## config.mk

```make
export PLATFORM = sky130hd
export DESIGN_NAME = alu_control_seq
export DESIGN_NICKNAME = d
export VERILOG_FILES = /design/src/rtl/alu_ctrl_pkg.sv /design/src/rtl/alu_ctrl_decode.sv /design/src/rtl/alu_control_seq.sv
export SDC_FILE = /design/constraint.sdc
export NUM_CORES = 1
export LEC_CHECK = 0
export ABC_CLOCK_PERIOD_IN_PS = 3500
export CAP_MARGIN = 15
export CORE_AREA = 2 2 39 41
export DETAILED_ROUTE_END_ITERATION = 16
export DIE_AREA = 0 0 41 43
export SETUP_SLACK_MARGIN = 0.1
export SYNTH_ARGS = -nofsm -noshare
export SYNTH_HDL_FRONTEND = slang
export SYNTH_SLANG_ARGS = --single-unit
```

## constraint.sdc

```tcl
create_clock -name clock -period 3.5 [get_ports clock]
set_clock_uncertainty 0.2 [all_clocks]
set_input_delay 0.7 -clock clock [delete_from_list [all_inputs] [get_ports clock]]
set_output_delay 0.7 -clock clock [all_outputs]
set_load 0.05 [all_outputs]
```

## src/rtl/alu_ctrl_pkg.sv

```systemverilog
// Shared encodings for the ALU control unit: ALUOp classes, ALU control words, FSM states.
package alu_ctrl_pkg;

    typedef enum logic [1:0] {
        AluOpLsSw   = 2'b00,
        AluOpBranch = 2'b01,
        AluOpRtype  = 2'b10,
        AluOpItype  = 2'b11
    } aluop_e;

    localparam logic [3:0] CtrlAdd = 4'b0010;
    localparam logic [3:0] CtrlSub = 4'b0110;
    localparam logic [3:0] CtrlMul = 4'b1000;
    localparam logic [3:0] CtrlDiv = 4'b1001;

    typedef enum logic {
        StIdle = 1'b0,
        StBusy = 1'b1
    } state_e;

endpackage

```

## src/rtl/alu_ctrl_decode.sv

```systemverilog
// Pure combinational ALUOp/funct decode into an ALU control word plus multi-cycle flags.
module alu_ctrl_decode
    import alu_ctrl_pkg::*;
#(
    parameter int unsigned         ALUOP_W   = 2,
    parameter int unsigned         FUNCT_W   = 3,
    parameter int unsigned         CTRL_W    = 4,
    parameter logic [FUNCT_W-1:0]  MUL_FUNCT = 3'b100,
    parameter logic [FUNCT_W-1:0]  DIV_FUNCT = 3'b101
) (
    input  logic [ALUOP_W-1:0] aluop_i,
    input  logic [FUNCT_W-1:0] funct_i,
    output logic [CTRL_W-1:0]  ctrl_o,
    output logic               is_multi_o,
    output logic               is_div_o
);

    always_comb begin
        // LW/SW and I-type both fall through to ADD
        ctrl_o     = CTRL_W'(CtrlAdd);
        is_multi_o = 1'b0;
        is_div_o   = 1'b0;
        case (aluop_i)
            ALUOP_W'(AluOpBranch): ctrl_o = CTRL_W'(CtrlSub);
            ALUOP_W'(AluOpRtype): begin
                if (funct_i == MUL_FUNCT) begin
                    ctrl_o     = CTRL_W'(CtrlMul);
                    is_multi_o = 1'b1;
                end else if (funct_i == DIV_FUNCT) begin
                    ctrl_o     = CTRL_W'(CtrlDiv);
                    is_multi_o = 1'b1;
                    is_div_o   = 1'b1;
                end else begin
                    ctrl_o = CTRL_W'(funct_i);
                end
            end
            default: ;
        endcase
    end

endmodule

```

## src/rtl/alu_control_seq.sv

```systemverilog
// Registered ALU control unit with multi-cycle MUL/DIV stall sequencing and valid/ready handshake.
module alu_control_seq
    import alu_ctrl_pkg::*;
#(
    parameter int unsigned         ALUOP_W    = 2,
    parameter int unsigned         FUNCT_W    = 3,
    parameter int unsigned         CTRL_W     = 4,
    parameter logic [FUNCT_W-1:0]  MUL_FUNCT  = 3'b100,
    parameter logic [FUNCT_W-1:0]  DIV_FUNCT  = 3'b101,
    parameter int unsigned         MUL_CYCLES = 4,
    parameter int unsigned         DIV_CYCLES = 8
) (
    input  logic               clock,
    input  logic               reset,
    input  logic               valid_in,
    input  logic [ALUOP_W-1:0] ALUOp,
    input  logic [FUNCT_W-1:0] funct,
    output logic               ready_out,
    output logic [CTRL_W-1:0]  ctrl_out,
    output logic               ctrl_valid,
    output logic               busy,
    output logic               mc_done
);

    localparam int unsigned MaxCycles = (MUL_CYCLES > DIV_CYCLES) ? MUL_CYCLES : DIV_CYCLES;
    localparam int unsigned CntW      = $clog2(MaxCycles);

    state_e              state_q, state_d;
    logic [CntW-1:0]     cnt_q, cnt_d;
    logic [CTRL_W-1:0]   ctrl_q, ctrl_d;
    logic                ctrl_valid_q, ctrl_valid_d;

    logic [CTRL_W-1:0]   dec_ctrl;
    logic                dec_multi;
    logic                dec_div;
    logic                accept;

    alu_ctrl_decode #(
        .ALUOP_W   (ALUOP_W),
        .FUNCT_W   (FUNCT_W),
        .CTRL_W    (CTRL_W),
        .MUL_FUNCT (MUL_FUNCT),
        .DIV_FUNCT (DIV_FUNCT)
    ) u_decode (
        .aluop_i    (ALUOp),
        .funct_i    (funct),
        .ctrl_o     (dec_ctrl),
        .is_multi_o (dec_multi),
        .is_div_o   (dec_div)
    );

    assign ready_out  = (state_q == StIdle);
    assign busy       = (state_q == StBusy);
    assign mc_done    = busy && (cnt_q == '0);
    assign accept     = valid_in && ready_out;
    assign ctrl_out   = ctrl_q;
    assign ctrl_valid = ctrl_valid_q;

    always_comb begin
        state_d      = state_q;
        cnt_d        = cnt_q;
        ctrl_d       = ctrl_q;
        ctrl_valid_d = 1'b0;
        case (state_q)
            StIdle: begin
                if (accept) begin
                    ctrl_d       = dec_ctrl;
                    ctrl_valid_d = 1'b1;
                    if (dec_multi) begin
                        state_d = StBusy;
                        cnt_d   = dec_div ? CntW'(DIV_CYCLES - 1) : CntW'(MUL_CYCLES - 1);
                    end
                end
            end
            StBusy: begin
                // Count reaching zero marks the final busy cycle
                if (cnt_q == '0) begin
                    state_d = StIdle;
                end else begin
                    cnt_d = cnt_q - CntW'(1);
                end
            end
            default: state_d = StIdle;
        endcase
    end

    always_ff @(posedge clock) begin
        if (reset) begin
            state_q      <= StIdle;
            cnt_q        <= '0;
            ctrl_q       <= '0;
            ctrl_valid_q <= 1'b0;
        end else begin
            state_q      <= state_d;
            cnt_q        <= cnt_d;
            ctrl_q       <= ctrl_d;
            ctrl_valid_q <= ctrl_valid_d;
        end
    end

endmodule
```

## Word-level counts from Yosys, hierarchy flattened

Cells that the tools add are included.

- Output and inout port bits: 8
- Logic and storage cells: 37
- Input port bits: 8
- Register bits after elaboration: 9

- Mux-type cells: 18
- Reduce and logical (&&, ||, !) cells: 6
- Equality and inequality tests: 7
- Add/sub/neg operators: 1
- Bitwise logic cells: 1

Operator list:

| operator | count |
|---|---|
| $mux 3 | 4 |
| $mux 1 | 9 |
| $mux 4 | 2 |
| $pmux 4 s2 | 1 |
| $eq 3x3->1 const B | 2 |
| $pmux 3 s2 | 1 |
| $ne 2x1->1 const B | 2 |
| $logic_not 3->1 | 1 |
| $reduce_and 3->1 | 1 |
| $sub 3x1->3 const B | 1 |
| $eq 2x1->1 const B | 1 |
| $eq 2x2->1 const B | 1 |
| $logic_and 1x1->1 | 2 |
| $ne 2x2->1 const B | 1 |
| $pmux 1 s2 | 1 |
| $reduce_and 2->1 | 1 |
| $reduce_or 2->1 | 1 |
| $not 1->1 | 1 |

## Longest topological paths before layout

Gate-level depths: netlist of run 1.

- Depth in word-level cells: 8
- Mapped depth: 5
- Gate-level depth less buffers: 5

## Hierarchy

Synthesis of run 1 repeated with hierarchy kept, for this count alone.

- Cells, all modules: 53
- Area total of the unflattened synthesis: 476.7 um^2

By module, submodules not included:

| module | instances | sequential area each (um^2) | area an instance (um^2) | cells each |
|---|---|---|---|---|
| alu_control_seq | 1 | 180.2 | 390.4 | 40 |
| alu_ctrl_decode | 1 | 0.0 | 86.3 | 13 |

## Worst setup path before layout of run 1

Ideal clock, no wire load.

- Path type: reg-to-output
- Start: register state_q (netlist: busy)
- End: output mc_done
- Arrival: 1756 ps
- Required time: 2600 ps
- Cell stages (with the launch flop): 4
- Path slack: 844 ps
- Buffers on the path: 1
- Cell sequence: dfxtp_1 > buf_6 > inv_1 > nor2_1

- Word-level cells in the longest chain between the ends: 1

RTL lines:

| what | line | RTL |
|---|---|---|
| start: declaration | alu_control_seq.sv:28 | `state_e state_q, state_d;` |
| start signal: assignment | alu_control_seq.sv:89 | `state_q <= StIdle;` |
| start signal: assignment | alu_control_seq.sv:94 | `state_q <= state_d;` |
| $logic_and 1x1->1 | alu_control_seq.sv:54 | `assign mc_done = busy && (cnt_q == '0);` |
| end: declaration | alu_control_seq.sv:22 | `output logic mc_done` |

No other way between the ends.

## Final worst setup path of run 1

- Start: register cnt_q[0]
- End: output mc_done

- Word-level cells in the longest chain between the ends: 2

RTL lines:

| what | line | RTL |
|---|---|---|
| start: declaration | alu_control_seq.sv:29 | `logic [CntW-1:0] cnt_q, cnt_d;` |
| start signal: assignment | alu_control_seq.sv:95 | `cnt_q <= cnt_d;` |
| $logic_not 3->1 | alu_control_seq.sv:54 |  |
| $logic_and 1x1->1 | alu_control_seq.sv:54 |  |

No other way between the ends.

==> results.yml, run 1 <==
critical_path:
  crit_type: "reg2out"
  end_kind: "primary output"
  crit_path_max_incr_delay_ns: 0.80
  worstPathRequired_ns: 2.60
  path_buf_inv: 2
  cp-start-kind: "register"
  crit_slowest_cell: "clkdlybuf4s50_1"
  cp.arrival_ns: 1.84
  critPathTopFamily: "buffers and inverters"
  path_cells: "inv_1 -> ha_1 -> nand2b_1 -> nor2_1 -> clkdlybuf4s50_1"
  cp_max_fo: 4
drt:
  dr.pass1.iters: 5
  vias_per_cell: 4.92
  drc: 0
  wl_um: 924
  first_iter_violations: 18
  wl_per_cell_um: 11.1
  antenna_left: 0
  vias: 408
power:
  p_leak_nw: 0.244
  peakVddDrop_mv: 0.199
  powerDensity_mw_per_mm2: 361
synth:
  syn_inst: 50
  syn-num-nets: 62
  synth.distinct_cells: 19
  netlist_area_sq_um: 447
  seq_area_frac_synth_pct: 40.3
  synth-warning-count: 0
  syn_avg_cell_area_sq_um: 8.93
  synth-seq-cells: 9
cts:
  cts_tree: "built"
  cts_root_buf: "clkbuf_4"
  clock_latency_ns: 0.25
  cts_buffer_depth: 2
  clock-sinks: 9
  numCtsBuffers: 3
  holdBufCountCts: 0
  htree_levels: 1
  path_clk_slew_ns: 0.06
  postCtsSetupBuffers: 0
  postCtsResizedCells: 0
sta:
  rsz0062_at_grt: "false"
  finalHoldViolations: 0
  fmax_ghz: 0.365
  tightest_slew_ns: 0.496
  tns_ns: 0
  report.final.slew_viol_count: 0
  setup_slack_ns: 0.761
  slew_headroom_pct: 66.8
  setup_viol: 0
  finalCritPeriodShare_pct: 78.2
  finalCriticalPeriod_ns: 2.74
global_route:
  track_usage_pct: 13.0
  antenna_found_initial: 0
  grt_max_degree: 10
  grt_pass1_wl_um: 1480
  grt_pass1_vias: 364
  grt-ovfl-total: 0
final_layout:
  drive_gt1_share_pct: 10.4
  antennaDiodeCount: 0
  fin_area_sq_um: 628
  area_delta_synth_final_pct: 40.6
  layout.nets: 80
  layout_commonest_cell: "clkdlybuf4s50_1"
  layout_common_cells: "clkdlybuf4s50_1, dfxtp_1, inv_1"
job:
  drv_cap: 0
floorplanning:
  ios: 16
  core-area_sq_mm: 0.00138
  dieArea_sq_mm: 0.00176
  initial_utilization_pct: 32.3
  die_w_um: 41
  num_rows: 14
  die_h_um: 43
placement:
  hpwl_um: 698
  placed_cell_area_sq_um: 602
  dp_worst_setup_slack_ns: 1.03
  place_congestion: 0.618
  port_buffers: 15
outcome:
  status: "complete, no violations"
worst_hold_path:
  min_path_type: "reg2reg"
==> Yosys cell counts <==
master     instances  area [sq um]
nand4b_1           1          8.76
o41ai_1            1          8.76
a2111oi_0          1          8.76
a31o_2             2          17.5
nor2_1             3          11.3
buf_6              1          11.3
dfxtp_1            9           180
nor2b_1            1          6.26
nand2b_4           1          13.8
a31oi_1            5          31.3
ha_1               4          50.1
nor3_1             1          5.00
nand2b_1           1          6.26
nand2_1            5          18.8
clkbuf_1           1          3.75
inv_1              6          22.5
or3_1              1          6.26
or3_4              1          11.3
a21oi_1            5          25.0
==> report_power, final <==
part	switching [mW]	internal (mW)	leakage [nW]
combinational	0.0232	0.0190	0.156
sequential	0.00165	0.106	0.0733
clock	0.0331	0.0437	0.0150
total	0.0580	0.169	0.244
==> worst register-to-register path, cell delays in order, from the launching register on <==
cell and delay [ns]:
dfxtp_1 0.38, nand2b_4 0.21, or3_4 0.37, a31oi_1 0.18
==> state kept, by name, indices dropped and copies added (netlist names) <==
register / flops
ctrl_out: 4
cnt_q: 3
ctrl_valid: 1
busy: 1
==> cell families (layout without fill, tap and decap cells) <==
group / Yosys count / after routing / synth area share (%)
buffers and inverters: 8 / 25 / 8.40
flip-flops: 9 / 9 / 40.3
AO/OA/AOI/OAI: 14 / 14 / 20.4
adder cells (fa/ha/maj): 4 / 4 / 11.2
AND/OR/NAND/NOR: 15 / 15 / 19.6
==> layout make-up <==
class	instances	area (sq um)
Tap cell	16	20.0
Multi-Input combinational cell	33	229
Timing Repair Buffer	15	150
Fill cell	152	756
Sequential cell	9	180
Inverter	6	22.5
Clock buffer	4	26.3
==> per-layer routing <==
| layer | vias up | global-route usage (%) | wire length [um] |
|---|---|---|---|
| met4 | 0 | 6.00 | 0 |
| met3 | 0 | 7.85 | 75 |
| met5 | - | 0 | 0 |
| li1 | 209 | - | - |
| met1 | 187 | 12.9 | 398 |
| met2 | 12 | 20.3 | 450 |
==> metrics by stage <==
step                      hold slack [ns]  cells  util [%]  total power [mW]
final                               0.251     83      45.4             0.227
after CTS                           0.254     83      45.4             0.233
after global routing                0.270     83      45.4             0.242
after floorplan                     0.262     50         -             0.135
after global placement              0.240     79      43.5             0.152
after detailed placement            0.246     79      43.5             0.152
==> path summary, 6_finish.rpt <==
kind                            start                       end  slack (ns)  depth (start not counted)
max             cnt_q[0]$_SDFFE_PP0P_                   mc_done        0.76                          5
max reg2reg           busy$_SDFF_PP0_     cnt_q[0]$_SDFFE_PP0P_        2.09                          3
min reg2reg  ctrl_out[2]$_SDFFE_PP0P_  ctrl_out[2]$_SDFFE_PP0P_        0.25                          2
min          ctrl_out[2]$_SDFFE_PP0P_  ctrl_out[2]$_SDFFE_PP0P_        0.25                          2
Power figures use the tool's default switching activity.
==> run 2, diff against run 1 <==
--- a/config.mk
+++ b/config.mk
@@ -5,7 +5,7 @@
 export SDC_FILE = /design/constraint.sdc
 export NUM_CORES = 1
 export LEC_CHECK = 0
-export ABC_CLOCK_PERIOD_IN_PS = 3500
+export ABC_CLOCK_PERIOD_IN_PS = 2720
 export CAP_MARGIN = 15
 export CORE_AREA = 2 2 39 41
 export DETAILED_ROUTE_END_ITERATION = 16
==> constraint.sdc (replaced) <==
create_clock -name clock -period 2.72 [get_ports clock]
set_clock_uncertainty 0.2 [all_clocks]
set_input_delay 0.544 -clock clock [delete_from_list [all_inputs] [get_ports clock]]
set_output_delay 0.544 -clock clock [all_outputs]
set_load 0.05 [all_outputs]
==> results.yml, run 2 (synthesis results as in run 1) <==
final_layout:
  antennaDiodeCount: 0
  layout_commonest_cell: "clkdlybuf4s50_1"
  largest_register_ffs: 4
  fin_cells: 83
  drive_gt1_share_pct: 10.4
  layout_common_cells: "clkdlybuf4s50_1, dfxtp_1, inv_1"
  fin_area_sq_um: 631
  area_delta_synth_final_pct: 41.2
  layout.nets: 80
power:
  intPower_mw: 0.217
  power.net_switching_mw: 0.0747
  p_clk_share_pct: 33.9
  p_total_mw: 0.292
  combPwrFrac_pct: 18.6
  p_leak_nw: 0.263
  switching_share_pct: 25.6
  peakVddDrop_mv: 0.256
  pwr-share-seq_pct: 47.4
  powerDensity_mw_per_mm2: 463
critical_path:
  reg2reg_to: "cnt_q[0]$_SDFFE_PP0P_"
  cp_max_fo: 9
  worstPathRequired_ns: 1.98
  reg2regPathDepth: 3
  cp.arrival_ns: 1.60
  r2r_start: "busy$_SDFF_PP0_"
  critPathTopFamily: "buffers and inverters"
  end_kind: "primary output"
  path_buf_inv: 1
  crit_path_max_incr_delay_ns: 0.87
  crit_type: "reg2out"
  reg2reg_slack_ns: 1.30
  cp-start-kind: "register"
  path_cells: "clkdlybuf4s50_1"
  crit_slowest_cell: "clkdlybuf4s50_1"
global_route:
  grt_pass1_wl_um: 1480
  grt_max_degree: 10
  grt_pass1_vias: 364
  antenna_found_initial: 0
  grt-ovfl-total: 0
  track_usage_pct: 13.0
sta:
  report.final.slew_viol_count: 0
  tightest_slew_ns: 0.503
  finalCritPeriodShare_pct: 86.1
  finalHoldViolations: 0
  setup_viol: 0
  tns_ns: 0
  setup_slack_ns: 0.377
  fmax_ghz: 0.427
  finalCriticalPeriod_ns: 2.34
  slew_headroom_pct: 66.4
  rsz0062_at_grt: "false"
worst_hold_path:
  min_path_type: "reg2reg"
  hold_end: "ctrl_out[2]$_SDFFE_PP0P_"
  holdCritStartpoint: "ctrl_out[2]$_SDFFE_PP0P_"
  holdPathStages: 2
cts:
  cts_tree: "built"
  clock_latency_ns: 0.25
  htree_levels: 1
  postCtsSetupBuffers: 0
  path_clk_slew_ns: 0.06
  cts_root_buf: "clkbuf_4"
  numCtsBuffers: 3
  clock-sinks: 9
  cts_buffer_depth: 2
placement:
  hpwl_um: 698
  place_congestion: 0.618
  port_buffers: 15
  dp_worst_setup_slack_ns: 0.405
  dp.cells: 79
  placed_cell_area_sq_um: 602
job:
  drv_cap: 0
floorplanning:
  core-area_sq_mm: 0.00138
  dieArea_sq_mm: 0.00176
  die_w_um: 41
  ios: 16
  die_h_um: 43
  num_rows: 14
  initial_utilization_pct: 32.3
drt:
  dr.pass1.iters: 4
  antenna_left: 0
  first_iter_violations: 20
  drc: 0
  wl_um: 914
  vias_per_cell: 4.95
  wl_per_cell_um: 11.0
  vias: 411
outcome:
  status: "complete, no violations"
## run 2: cell types whose count changed in the layout (fill, tap and decap cells not counted), sizes merged
cell | before | now
dlymetal6s2s | 0 | 1
clkdlybuf4s50 | 15 | 14
## run 2: through the flow
step	hold WS [ns]	utilization, %
floorplan	0.262	-
global route	0.270	45.6
CTS	0.254	45.4
detailed placement	0.246	43.5
finish	0.251	45.6
global placement	0.240	43.5
## run 2: how the worst max path moves through the flow
stage | slack, ns | end | from | cells past startpoint
floorplan | 0.22 | mc_done | busy$_SDFF_PP0_ | 3
global placement | 0.44 | mc_done | cnt_q[0]$_SDFFE_PP0P_ | 5
detailed placement | 0.40 | mc_done | cnt_q[0]$_SDFFE_PP0P_ | 5
CTS | 0.12 | mc_done | cnt_q[0]$_SDFFE_PP0P_ | 5
global route | 0.29 | busy | busy$_SDFF_PP0_ | 1
finish | 0.38 | busy | busy$_SDFF_PP0_ | 1
## run 2: final cells by class
class / instances / area (sq um)
Clock buffer: 4 / 26.3
Fill cell: 153 / 753
Inverter: 6 / 22.5
Multi-Input combinational cell: 33 / 229
Sequential cell: 9 / 180
Tap cell: 16 / 20.0
Timing Repair Buffer: 15 / 153
## run 2: what timing repair did
action / CTS / global route
endpoints found under the hold margin: 0 / 0
hold buffers: 0 / 0
setup endpoints to repair: 0 / 1
gates resized for setup: 0 / 1
## run 2: metal layers
metal / up-vias / part of all wire [%] / global-route usage (%)
met1: 189 / 43 / 12.9
met2: 13 / 50 / 20.3
met5: - / 0 / 0
met4: 0 / 0 / 6.00
met3: 0 / 7.7 / 7.85
li1: 209 / - / -
## run 2: power groups by stage
stage / logic (mW) / clock network (mW) / registers, mW
after global routing: 0.0587 / 0.114 / 0.139
final: 0.0544 / 0.0990 / 0.138
after floorplan: 0.0209 / 0 / 0.152
after detailed placement: 0.0546 / 0 / 0.141
after CTS: 0.0548 / 0.106 / 0.138
after global placement: 0.0545 / 0 / 0.141
==> run 3, diff against run 2 <==
--- a/config.mk
+++ b/config.mk
@@ -5,7 +5,7 @@
 export SDC_FILE = /design/constraint.sdc
 export NUM_CORES = 1
 export LEC_CHECK = 0
-export ABC_CLOCK_PERIOD_IN_PS = 2720
+export ABC_CLOCK_PERIOD_IN_PS = 2800
 export CAP_MARGIN = 15
 export CORE_AREA = 2 2 39 41
 export DETAILED_ROUTE_END_ITERATION = 16
==> constraint.sdc (replaced) <==
create_clock -name clock -period 2.8 [get_ports clock]
set_clock_uncertainty 0.2 [all_clocks]
set_input_delay 0.56 -clock clock [delete_from_list [all_inputs] [get_ports clock]]
set_output_delay 0.56 -clock clock [all_outputs]
set_load 0.05 [all_outputs]
==> results of run 3 <==
Same layout as run 2 (identical final DEF). Status: complete, no violations.
Among the figures that moved: setup slack after placement 0.405 ns -> 0.469 ns; setup slack after layout 0.377 ns -> 0.441 ns; register-to-register setup slack 1.30 ns -> 1.38 ns; total power 0.292 mW -> 0.283 mW; worst IR drop on VDD 0.256 mV -> 0.248 mV
==> edit 1: new RTL, config.mk and constraints of run 2 <==
`CTRL_W` is set to 4 in 2 places; all go to 5.
--- a/src/rtl/alu_ctrl_decode.sv
+++ b/src/rtl/alu_ctrl_decode.sv
@@ -5,5 +5,5 @@
     parameter int unsigned         ALUOP_W   = 2,
     parameter int unsigned         FUNCT_W   = 3,
-    parameter int unsigned         CTRL_W    = 4,
+    parameter int unsigned         CTRL_W    = 5,
     parameter logic [FUNCT_W-1:0]  MUL_FUNCT = 3'b100,
     parameter logic [FUNCT_W-1:0]  DIV_FUNCT = 3'b101
--- a/src/rtl/alu_control_seq.sv
+++ b/src/rtl/alu_control_seq.sv
@@ -5,5 +5,5 @@
     parameter int unsigned         ALUOP_W    = 2,
     parameter int unsigned         FUNCT_W    = 3,
-    parameter int unsigned         CTRL_W     = 4,
+    parameter int unsigned         CTRL_W     = 5,
     parameter logic [FUNCT_W-1:0]  MUL_FUNCT  = 3'b100,
     parameter logic [FUNCT_W-1:0]  DIV_FUNCT  = 3'b101,
Ports: changed (resized ctrl_out); port bits go from 16 to 17. No check against the original RTL was run, so the function may have changed too.
==> edit 1 against run 2 <==
Register-to-register slack got worse by 20 ps; wire length increased by 4.2%; power increased by 1.5%; via count increased by 0.73%; worst setup slack got worse by 1.0 ps; design area increased by 0.60%; sequential power about the same; sequential cell count unchanged; synthesized area increased by 2.5%; largest power group unchanged; highest routed layer unchanged.
==> edit 1: results (changes against run 2) <==
- The register-to-register setup slack is 1280 ps (-20 ps).
- The layout net count was 81 (+1.3%).
- The largest vdd supply drop is 0.236 mV (-7.7%).
- The last weighted congestion value of the routability-driven placer is 0.659 (+6.6%).
- The mean area per synthesized cell was 8.81 um^2 (-1.4%).
- By count the netlist is led by sky130_fd_sc_hd__dfxtp_1, sky130_fd_sc_hd__inv_1, sky130_fd_sc_hd__a21oi_1, sky130_fd_sc_hd__a31oi_1, sky130_fd_sc_hd__nand2_1.
- The leakage power total is 0.266 nW (+1.2%).
- The first-iteration detailed-routing DRC count is 4 (-80%).
- The all-layer global routing usage is 14.6% (+1.6 points).
- The synthesized-area fraction occupied by ao, oa, aoi and oai cells came to 19.9% (-0.50 points).
- The headroom to the max-slew limit was 66.4% (about the same).
- The fraction of the cycle the final worst path needs is 86.2% (about the same).
- The number of vias after detailed routing is 414 (+0.73%).
- The end of the worst hold path is ctrl_out[0].
- The net switching share of the total power is 26.7% (+1.1 points).
- The worst min-delay path startpoint is ctrl_out[0].
- The share of synthesized area occupied by flip-flops and latches is 39.3% (-0.99 points).
- The synthesized netlist net count is 64 (+3.2%).
- The fraction of layout instances using a drive strength above 1 is 10.3% (-0.15 points).
- The wire length per cell was 11.3 um (+2.9%).
- The critical register-to-register path endpoint is cnt_q[1].
- The power share of the sequential group was 46.7% (-0.7 points).
- The aggregate routed wire length is 952 um (+4.2%).
- The ratio of total power to cell area is 467 nW/um^2 (+0.92%).
- By area the synthesized netlist is led by sky130_fd_sc_hd__dfxtp_1, sky130_fd_sc_hd__ha_1, sky130_fd_sc_hd__a31oi_1, sky130_fd_sc_hd__a21oi_1, sky130_fd_sc_hd__inv_1.
- The wire length of the first global-routing pass came to 1730 um (+16%).
- The highest fanout seen on the critical path was 9 (unchanged).
- The share of synthesized cell area in full adder, half adder and majority cells came to 10.9% (-0.28 points).
- The number of placed cells counting well taps is 80 (+1.3%).
- The sum of net half-perimeters after detailed placement came to 711 um (+1.9%).
- The placed instance area came to 606 um^2 (+0.62%).
- The run finished with clean final reports.
## edit 1: cell count changes in the layout (fill, tap and decap cells not counted)
cell,change
sky130_fd_sc_hd__conb_1,+1
## edit 1: metal layers
metal	vias to the layer above	global-route usage, %	share of wire [%]
met5	-	0	0
met4	0	6.00	0
met3	0	7.85	6.8
met2	11	23.4	51
met1	190	14.8	42
li1	213	-	-
## edit 1: cells by family (layout without fill, tap and decap cells)
family                     Yosys count  count (layout)
and+or+nand+nor                     15              15
AOI/OAI and AO/OA                   14              14
DFF                                  9               9
buffers and inverters                9              25
adders and majority gates            4               4
other                                1               1
## edit 1: final cells by class
cell class	instances	area, um^2
fill	150	749
tap	16	20.0
clock buffer	4	26.3
sequential	9	180
inverter	6	22.5
timing repair buffer	15	153
multi-input combinational	34	233
## edit 1: repair_timing
item	4_1_cts	5_1_grt
gates resized for setup	0	1
buffers inserted	0	0
endpoints found under the setup margin	0	1
==> edit 2: new RTL, config.mk and constraints of run 2 <==
Made on the original files. Reset style: asynchronous (`reset`), changed in one clocked block.
--- a/src/rtl/alu_control_seq.sv
+++ b/src/rtl/alu_control_seq.sv
@@ -85,5 +85,5 @@
     end
 
-    always_ff @(posedge clock) begin
+    always_ff @(posedge clock or posedge reset) begin
         if (reset) begin
             state_q      <= StIdle;
Function: differs if reset is asserted again (counterexample within 4 cycles, from zero or initial values and one cycle with reset high); with reset held inactive, the same outputs for 10 cycles.
==> edit 2 against run 2 <==
Worst setup slack worse by 53 ps; sequential cell count stayed put; register-to-register slack got worse by 120 ps; wire length increased by 0.88%; synthesized area is 13% higher; design area rose by 10%; die area is the same.
Power is not compared: it rests on default switching activity, and its combinational part moved more than twofold at a synthesized area within 25%.
==> edit 2: results (changes against run 2) <==
- The run finished with clean final reports.
- The share of synthesized area occupied by flip-flops and latches was 44.7% (+4.3 points).
- The layout net count is 77 (-3.8%).
- The wire length of the first global-routing pass is 1580 um (+6.5%).
- The layout inverter count without the clock tree is 7 (+1).
- The fraction of the cycle the final worst path needs came to 88.1% (+1.9 points).
- The register-to-register setup slack is 1180 ps (-120 ps).
- The source of the critical timing path is busy.
- The number of unique standard cell types used by synthesis is 20 (+1).
- The count of mapped cells out of synthesis is 46 (-8.0%).
- The actual slew at the worst max-slew pin is 493 ps (-9.64 ps).
- The signal arrival time at the worst endpoint is 1650 ps (+50 ps).
- The worst hold path terminates at ctrl_out[2].
- The first-iteration detailed-routing DRC count came to 1 (-95%).
- The commonest cells after synthesis are sky130_fd_sc_hd__dfrtp_1, sky130_fd_sc_hd__inv_1, sky130_fd_sc_hd__nand2_1.
- The worst flop-to-flop path startpoint is cnt_q[0].
- The wire length per cell came to 11.5 um (+4.7%).
- The sum of net half-perimeters after detailed placement came to 793 um (+14%).
- The last weighted congestion value of the routability-driven placer came to 0.714 (+15%).
- The portion of the layout cell area used by non-clock buffers was 21.3% (-2.9 points).
- Yosys attributes the largest share of cell area to sky130_fd_sc_hd__dfrtp_1, sky130_fd_sc_hd__ha_1, sky130_fd_sc_hd__mux2i_1, sky130_fd_sc_hd__nand4b_4, sky130_fd_sc_hd__inv_1.
- The via count of the first global-routing pass is 343 (-5.8%).
- The area taken by flip-flops and latches is 225 um^2 (+25%).
- The aggregate routed wire length is 922 um (+0.88%).
- The post-synthesis async set-or-reset flop share is 100% (+100 points).
- The all-layer global routing usage is 14.5% (+1.6 points).
- The synthesized netlist net count is 58 (-6.5%).
- In this run the most critical hold path is launched from ctrl_out[2].
- The highest fanout seen on the critical path is 7 (-2).
- The detailed-routing iteration count for the pre-antenna-repair pass is 2 (-2).
- The area of the multi-input gates is 248 um^2 (+8.2%).
- The most critical setup path has its endpoint at ready_out.
- The number of vias after detailed routing is 370 (-10%).
-- edit 2: worst max-delay path, cell delays in order, from the launching register on --
cell and delay [ps]:
sky130_fd_sc_hd__dfrtp_1 460, sky130_fd_sc_hd__inv_2 120, sky130_fd_sc_hd__clkdlybuf4s50_1 810
-- edit 2: cells by family after synthesis --
logic type | share of synthesized area [%]
buffers and inverters | 6.20
multiplexers | 8.93
AO/OA/AOI/OAI | 13.6
flip-flops | 44.7
adder cells (fa/ha/maj) | 9.93
AND/OR/NAND/NOR | 16.6
-- edit 2: through the flow --
step | hold WS, ps | cell area, um^2 | power, mW
2_1_floorplan | 172 | 504 | 0.526
3_3_place_gp | 265 | 667 | 0.637
4_1_cts | 281 | 694 | 0.749
5_1_grt | 314 | 694 | 0.791
3_5_place_dp | 266 | 667 | 0.642
6_report | 278 | 694 | 0.738
-- edit 2: per-layer routing --
layer | global-route usage [%] | wire (um)
met5 | 0 | 0
met1 | 18.4 | 431
met4 | 10.0 | 19
met2 | 19.1 | 450
met3 | 6.28 | 21
